**src/rtl/cmul_pkg.sv**
```systemverilog
// Shared definitions for the sequenced complex multiplier controller.
//   W        operand width (fixed at 32 by the shared vedic32 multiplier)
//   PW       product / result width
//   state_e  controller sequence: IDLE -> MUL0..MUL3 -> (DRAIN) -> DONE
// Build option: CMUL_SEQ_MULT_PIPE_EN (used by cmul_seq_ctrl; DRAIN is only
// reachable when it is defined).
package cmul_pkg;

    localparam int unsigned W  = 32;
    localparam int unsigned PW = 2 * W;

    typedef enum logic [2:0] {
        StIdle,
        StMul0,
        StMul1,
        StMul2,
        StMul3,
        StDrain,
        StDone
    } state_e;

endpackage

```
**src/rtl/cmul_seq_ctrl_if.sv**
```systemverilog
// Operand / result handshake bundle for cmul_seq_ctrl.
//   in_valid, in_ready        operand handshake
//   ar, ai, br, bi  [W-1:0]   operand A / B, real and imaginary, unsigned
//   out_valid, out_ready      result handshake
//   pr, pi         [PW-1:0]   real / imaginary result, mod 2^PW
//   pr_borrow                 ar*br < ai*bi (pr wrapped)
//   pi_carry                  carry out of ar*bi + ai*br
// Modports: master = operand source / result sink, slave = the controller.
interface cmul_seq_ctrl_if
    import cmul_pkg::*;
();

    logic          in_valid;
    logic          in_ready;
    logic [W-1:0]  ar;
    logic [W-1:0]  ai;
    logic [W-1:0]  br;
    logic [W-1:0]  bi;
    logic          out_valid;
    logic          out_ready;
    logic [PW-1:0] pr;
    logic [PW-1:0] pi;
    logic          pr_borrow;
    logic          pi_carry;

    modport master (
        output in_valid, ar, ai, br, bi, out_ready,
        input  in_ready, out_valid, pr, pi, pr_borrow, pi_carry
    );

    modport slave (
        input  in_valid, ar, ai, br, bi, out_ready,
        output in_ready, out_valid, pr, pi, pr_borrow, pi_carry
    );

endinterface

```
**src/rtl/vedic32.sv**
```systemverilog
// 32x32 unsigned multiplier, Urdhva-Tiryagbhyam (vertical and crosswise)
// structure over 8-bit digits: each of the seven digit columns sums the
// cross products whose digit indices add up to the column index, then the
// columns are weighted by 2^(8*k) and summed. Purely combinational.
//   a  [31:0]  multiplicand
//   b  [31:0]  multiplier
//   p  [63:0]  full product a*b
module vedic32 (
    input  logic [31:0] a,
    input  logic [31:0] b,
    output logic [63:0] p
);

    logic [63:0] sum;
    logic [17:0] col;
    logic [15:0] pp;

    always_comb begin
        sum = '0;
        col = '0;
        pp  = '0;
        for (int k = 0; k < 7; k++) begin
            col = '0;
            for (int i = 0; i < 4; i++) begin
                if ((k - i) >= 0 && (k - i) < 4) begin
                    pp  = {8'b0, a[8*i +: 8]} * {8'b0, b[8*(k-i) +: 8]};
                    // Four 16-bit digit products fit in 18 bits.
                    col = col + {2'b0, pp};
                end
            end
            sum = sum + ({46'b0, col} << (8 * k));
        end
    end

    assign p = sum;

endmodule

```
**src/rtl/cmul_seq_ctrl.sv**
```systemverilog
// Sequenced complex multiplier controller. Computes
//   pr = ar*br - ai*bi  and  pi = ar*bi + ai*br  (both mod 2^PW)
// by time-sharing one vedic32 multiplier over the four partial products.
// Ports:
//   clk    rising-edge clock
//   rst_n  asynchronous active-low reset
//   bus    cmul_seq_ctrl_if.slave: operand and result valid/ready handshakes
// Parameters: W (must be 32), PW = 2*W (derived).
// Build option CMUL_SEQ_MULT_PIPE_EN: registers the multiplier output, so
// each accumulate lands one cycle after its MULx state and a DRAIN state
// follows MUL3 (one extra cycle of latency and period; same arithmetic).
module cmul_seq_ctrl
    import cmul_pkg::*;
#(
    parameter int unsigned W  = cmul_pkg::W,
    parameter int unsigned PW = 2 * W
) (
    input logic            clk,
    input logic            rst_n,
    cmul_seq_ctrl_if.slave bus
);

    state_e        state_q;
    state_e        state_d;

    logic [W-1:0]  ar_q;
    logic [W-1:0]  ai_q;
    logic [W-1:0]  br_q;
    logic [W-1:0]  bi_q;

    logic [PW-1:0] acc_r_q;
    logic [PW-1:0] acc_i_q;
    logic          pr_borrow_q;
    logic          pi_carry_q;

    logic [W-1:0]  mul_a;
    logic [W-1:0]  mul_b;
    logic [PW-1:0] mul_p;

    // Which partial product is being folded into the accumulators this
    // cycle, and its value.
    state_e        acc_phase;
    logic [PW-1:0] acc_prod;

    logic [PW:0]   sub_full;
    logic [PW:0]   add_full;
    logic          accept;

    assign accept = (state_q == StIdle) && bus.in_valid;

    // ------------------------------------------------------------------
    // Sequencer
    // ------------------------------------------------------------------
    always_ff @(posedge clk or negedge rst_n) begin
        if (!rst_n) begin
            state_q <= StIdle;
        end else begin
            state_q <= state_d;
        end
    end

    always_comb begin
        state_d = state_q;
        unique case (state_q)
            StIdle: begin
                if (bus.in_valid) begin
                    state_d = StMul0;
                end
            end
            StMul0: state_d = StMul1;
            StMul1: state_d = StMul2;
            StMul2: state_d = StMul3;
            StMul3: begin
`ifdef CMUL_SEQ_MULT_PIPE_EN
                state_d = StDrain;
`else
                state_d = StDone;
`endif
            end
            StDrain: state_d = StDone;
            StDone: begin
                if (bus.out_ready) begin
                    state_d = StIdle;
                end
            end
            default: state_d = StIdle;
        endcase
    end

    // ------------------------------------------------------------------
    // Shared multiplier; operand selects depend on state only, so there is
    // no combinational path from the bus inputs to any output.
    // ------------------------------------------------------------------
    always_comb begin
        mul_a = ar_q;
        mul_b = br_q;
        case (state_q)
            StMul1: begin
                mul_a = ai_q;
                mul_b = bi_q;
            end
            StMul2: begin
                mul_a = ar_q;
                mul_b = bi_q;
            end
            StMul3: begin
                mul_a = ai_q;
                mul_b = br_q;
            end
            default: ;
        endcase
    end

    vedic32 u_mult (
        .a (mul_a),
        .b (mul_b),
        .p (mul_p)
    );

`ifdef CMUL_SEQ_MULT_PIPE_EN
    logic [PW-1:0] mul_q;
    state_e        phase_q;

    // The product and the state that produced it travel together, so the
    // accumulate step is simply delayed by one cycle.
    always_ff @(posedge clk or negedge rst_n) begin
        if (!rst_n) begin
            mul_q   <= '0;
            phase_q <= StIdle;
        end else begin
            mul_q   <= mul_p;
            phase_q <= state_q;
        end
    end

    assign acc_phase = phase_q;
    assign acc_prod  = mul_q;
`else
    assign acc_phase = state_q;
    assign acc_prod  = mul_p;
`endif

    // 65-bit add/sub so the top bit is the borrow / carry out.
    assign sub_full = {1'b0, acc_r_q} - {1'b0, acc_prod};
    assign add_full = {1'b0, acc_i_q} + {1'b0, acc_prod};

    // ------------------------------------------------------------------
    // Operand latches and accumulators. pr/pi are not cleared on leaving
    // DONE; they hold the last result until the next sequence overwrites.
    // ------------------------------------------------------------------
    always_ff @(posedge clk or negedge rst_n) begin
        if (!rst_n) begin
            ar_q        <= '0;
            ai_q        <= '0;
            br_q        <= '0;
            bi_q        <= '0;
            acc_r_q     <= '0;
            acc_i_q     <= '0;
            pr_borrow_q <= 1'b0;
            pi_carry_q  <= 1'b0;
        end else begin
            if (accept) begin
                ar_q <= bus.ar;
                ai_q <= bus.ai;
                br_q <= bus.br;
                bi_q <= bus.bi;
            end
            case (acc_phase)
                StMul0: acc_r_q <= acc_prod;
                StMul1: begin
                    acc_r_q     <= sub_full[PW-1:0];
                    pr_borrow_q <= sub_full[PW];
                end
                StMul2: acc_i_q <= acc_prod;
                StMul3: begin
                    acc_i_q    <= add_full[PW-1:0];
                    pi_carry_q <= add_full[PW];
                end
                default: ;
            endcase
        end
    end

    assign bus.in_ready  = (state_q == StIdle);
    assign bus.out_valid = (state_q == StDone);
    assign bus.pr        = acc_r_q;
    assign bus.pi        = acc_i_q;
    assign bus.pr_borrow = pr_borrow_q;
    assign bus.pi_carry  = pi_carry_q;

endmodule

```
**src/flat_wrapper.sv**
```systemverilog
// flat-port wrapper written by rule: the top's interface ports become plain ports
module cmul_seq_ctrl_flat import cmul_pkg::*;
#(
    parameter int unsigned W  = cmul_pkg::W,
    parameter int unsigned PW = 2 * W
)
  (clk, rst_n, bus_in_valid, bus_ar, bus_ai, bus_br, bus_bi, bus_out_ready, bus_in_ready, bus_out_valid, bus_pr, bus_pi, bus_pr_borrow, bus_pi_carry);
  cmul_seq_ctrl_if bus_i ();
  input logic clk;
  input logic rst_n;
  input wire logic [$bits(bus_i.in_valid)-1:0] bus_in_valid;
  input wire logic [$bits(bus_i.ar)-1:0] bus_ar;
  input wire logic [$bits(bus_i.ai)-1:0] bus_ai;
  input wire logic [$bits(bus_i.br)-1:0] bus_br;
  input wire logic [$bits(bus_i.bi)-1:0] bus_bi;
  input wire logic [$bits(bus_i.out_ready)-1:0] bus_out_ready;
  output wire logic [$bits(bus_i.in_ready)-1:0] bus_in_ready;
  output wire logic [$bits(bus_i.out_valid)-1:0] bus_out_valid;
  output wire logic [$bits(bus_i.pr)-1:0] bus_pr;
  output wire logic [$bits(bus_i.pi)-1:0] bus_pi;
  output wire logic [$bits(bus_i.pr_borrow)-1:0] bus_pr_borrow;
  output wire logic [$bits(bus_i.pi_carry)-1:0] bus_pi_carry;
  assign bus_i.in_valid = bus_in_valid;
  assign bus_i.ar = bus_ar;
  assign bus_i.ai = bus_ai;
  assign bus_i.br = bus_br;
  assign bus_i.bi = bus_bi;
  assign bus_i.out_ready = bus_out_ready;
  assign bus_in_ready = bus_i.in_ready;
  assign bus_out_valid = bus_i.out_valid;
  assign bus_pr = bus_i.pr;
  assign bus_pi = bus_i.pi;
  assign bus_pr_borrow = bus_i.pr_borrow;
  assign bus_pi_carry = bus_i.pi_carry;
  cmul_seq_ctrl #(.W(W), .PW(PW)) u_core (.clk(clk), .rst_n(rst_n), .bus(bus_i));
endmodule
```
**config.mk**
```make
export PLATFORM = sky130hd
export DESIGN_NAME = cmul_seq_ctrl_flat
export DESIGN_NICKNAME = d
export VERILOG_FILES = /design/src/rtl/cmul_pkg.sv /design/src/rtl/cmul_seq_ctrl_if.sv /design/src/rtl/vedic32.sv /design/src/rtl/cmul_seq_ctrl.sv /design/src/flat_wrapper.sv
export SDC_FILE = /design/constraint.sdc
export NUM_CORES = 2
export LEC_CHECK = 0
export CORE_MARGIN = 10
export CORE_UTILIZATION = 60
export DETAILED_ROUTE_END_ITERATION = 8
export GPL_TIMING_DRIVEN = 1
export PLACE_DENSITY_LB_ADDON = 0.2
export SYNTH_ARGS = -nofsm -noshare
export SYNTH_HDL_FRONTEND = slang
export SYNTH_HIERARCHICAL = 1
export SYNTH_SLANG_ARGS = --single-unit
```
**constraint.sdc**
```tcl
create_clock -name clk -period 25.4 [get_ports clk]
set_input_delay 5.08 -clock clk [delete_from_list [all_inputs] [get_ports clk]]
set_output_delay 5.08 -clock clk [all_outputs]
set_load 0.02 [all_outputs]
```
==> results.sh <==
export IMPL_finalHoldViolations=0
export IMPL_row_count=114
export IMPL_crit_cells=71
export IMPL_grt_overflow_total=0
export IMPL_grt_pass1_wl_um=271000
export IMPL_rrSetupSlack_ps=6600
export IMPL_r2r_start="u_core/acc_phase[2]"
export IMPL_clock_path_buffers=3
export IMPL_synth_seq_cells=261
export IMPL_reg2regPathDepth=71
export IMPL_drt_iter0_markers=3235
export IMPL_period_minus_slack_ps=18800
export IMPL_crit_path_start="u_core/acc_phase[2]"
export IMPL_relSlewSlack_pct=24.1
export IMPL_drv_slew=0
export IMPL_worstPathBufferInverterCount=9
export IMPL_yosysSeqAreaShare_pct=11.1
export IMPL_final_nets=8608
export IMPL_cp_arrival_ps=19300
export IMPL_crit_fanout=33
export IMPL_drt_vias_per_instance=5.77
export IMPL_die_area_um2=111000
export IMPL_cts_tree="done"
export IMPL_status="finished, final reports clean"
export IMPL_drive_above_1_share_pct=4.99
export IMPL_routed_wl_um=168000
export IMPL_clk_pin_slew_ps=60
export IMPL_crit_path_end="u_core/bus.pr[62]"
export IMPL_die_width_um=333
export IMPL_ioPinCount=264
export IMPL_syn2layout_area_growth_pct=7.78
export IMPL_final_util_pct=65.4
export IMPL_grt_use_total_pct=30.5
export IMPL_yosysWarnings=6
export IMPL_htreeDepth=1
export IMPL_gp_congestion=0.924
export IMPL_cts_repair_resize_count=0
export IMPL_cts_hold_buf=0
export IMPL_dpl_hpwl_um=130000
export IMPL_fin_setup_tns_ps=0
export IMPL_critical_path_class="register to register"
export IMPL_synth_cell_type_count=92
export IMPL_rr_endpoint="u_core/bus.pr[62]"
export IMPL_drc=0
export IMPL_antenna_found_initial=10
export IMPL_hold_slack_ps=505
export IMPL_cp_slowest_stage_delay_ps=830
export IMPL_crit_family="adder cells"
export IMPL_post_route_cell_area_um2=63300
export IMPL_cp_slowest_cell="nand2b_2"
export IMPL_hp_class="register to register"
export IMPL_synth_edf_count=0
export IMPL_syn_area_um2=58700
export IMPL_finalCritPeriodShare_pct=74.0
export IMPL_avgSynthCellArea_um2=8.59
export IMPL_grt_max_degree=86
export IMPL_ys_flop_type="dfrtp_1"
export IMPL_drtAntennaViolNets=0
export IMPL_tightestPinTransition_ps=1130
export IMPL_cp_end_kind="register"
export IMPL_grt_pass1_vias=49700
export IMPL_core_um2=96900
export IMPL_syn_inst=6837
export IMPL_place_area_um2=62300
export IMPL_cap_violations=0
export IMPL_die_h_um=333
export IMPL_setup_violations=0
export IMPL_io_buffers=263
export IMPL_cts_sinks=261
export IMPL_skew_ps=19.2
export IMPL_rsz0062_at_grt="no"
export IMPL_startpoint_type="register"
export IMPL_post_cts_repair_setup_buffers=0
export IMPL_cts_root_buffer="clkbuf_16"
export IMPL_fmax_mhz=53.2
export IMPL_insertion_delay_ps=610
export IMPL_start_util_pct=60.7
export IMPL_synthesis_nets=8574
export IMPL_wl_per_cell_um=20.6
export IMPL_numCtsBuffers=30
export IMPL_vias=47200
export IMPL_dr_pass1_iters=6
export IMPL_synthArstFlopShare_pct=100
export IMPL_cp_required_ps=25900
-- cell usage after synthesis (all sizes together) (13+ instances only) --
master | instances | area, um2
a2111oi | 13 | 139
a211oi | 14 | 120
a21boi | 18 | 135
a21o | 117 | 881
a21oi | 317 | 1620
a31oi | 77 | 482
and2 | 618 | 3870
and3 | 39 | 244
buf | 17 | 81.3
clkbuf | 315 | 1180
dfrtp | 261 | 6530
fa | 815 | 16300
ha | 790 | 9880
inv | 1225 | 4600
mux2 | 160 | 1800
nand2 | 834 | 3130
nand2b | 21 | 131
nand3 | 53 | 265
nand4 | 46 | 288
nor2 | 232 | 878
nor2b | 37 | 231
nor3 | 68 | 345
o211ai | 21 | 163
o21a | 25 | 188
o21ai | 232 | 1160
o21bai | 38 | 285
o31ai | 13 | 121
xnor2 | 178 | 1560
xor2 | 79 | 692
-- per-layer routing --
metal	routed length, um	vias up	global-route usage, %
met5	13	-	0
met4	9330	2	14.5
met3	9060	444	3.56
met2	82600	1463	52.9
met1	67400	23500	37.6
li1	-	21800	-
-- layout make-up --
cell class              count  area, um2
diodes                      6       15.0
clock buffers              37        807
clock inverters            19        201
fillers                  8179      33500
inverters                1225       4600
multi-input cells        5018      46400
flip-flops and latches    261       6530
well taps                1276       1600
repair buffers            335       3180
-- flip-flops by register name, indices dropped and copies added (netlist names) --
signal / count
u_core/bi_q: 32
u_core/bus.pr: 64
u_core/bus.pi_carry: 1
u_core/bus.pr_borrow: 1
u_core/ar_q: 32
u_core/bus.pi: 64
u_core/ai_q: 32
u_core/acc_phase: 3
u_core/br_q: 32
-- how the worst min path moves through the flow --
stage | slack [ps] | start | cells past startpoint | endpoint
2_1_floorplan | 470 | u_core/ar_q[0] | 1 | u_core/ar_q[0]
3_3_place_gp | 480 | u_core/ar_q[27] | 1 | u_core/ar_q[27]
3_5_place_dp | 490 | u_core/ar_q[10] | 1 | u_core/ar_q[10]
4_1_cts | 510 | u_core/ai_q[28] | 1 | u_core/ai_q[28]
5_1_grt | 520 | u_core/ai_q[22] | 1 | u_core/ai_q[22]
6_report | 500 | u_core/ar_q[25] | 1 | u_core/ar_q[25]
-- cells by family after synthesis --
| group | synth area share (%) |
|---|---|
| and+or+nand+nor | 16.6 |
| AOI/OAI and AO/OA | 10.7 |
| adders and majority gates | 44.6 |
| buffers and inverters | 10.0 |
| muxes | 3.08 |
| DFF | 11.1 |
| xor gates and xnor gates | 3.83 |
-- cells in the final DEF (no fill, tap or decap), drive strengths merged, types with 7 or more instances in the layout --
master,n
nor3,68
buf,73
o211a,9
a2111oi,13
a31o,9
a211oi,14
a21boi,18
a21oi,317
o21ai,232
nand2b,21
nand4,46
ha,790
a21o,117
nor3b,7
a31oi,77
nor2b,37
o31a,7
mux2,160
xor2,79
fa,815
o2111ai,7
nor2,232
o21bai,38
a221oi,9
o211ai,21
clkbuf,37
and2,618
o31ai,13
clkdlybuf4s50,262
xnor2,178
nor4,12
dfrtp,261
nand2,834
inv,1228
nand3,53
a22oi,12
clkinv,11
and3,39
o21a,25
or2,8
-- through the flow --
step / setup slack, ps / std cells
3_3_place_gp: 6990 / 8115
2_1_floorplan: 8560 / 6837
5_1_grt: 5560 / 8174
3_5_place_dp: 6680 / 8115
6_report: 6600 / 8177
4_1_cts: 6620 / 8171
Power is not shown: default switching activity piles up to over one toggle a cycle in this logic, so the estimate is an artifact.
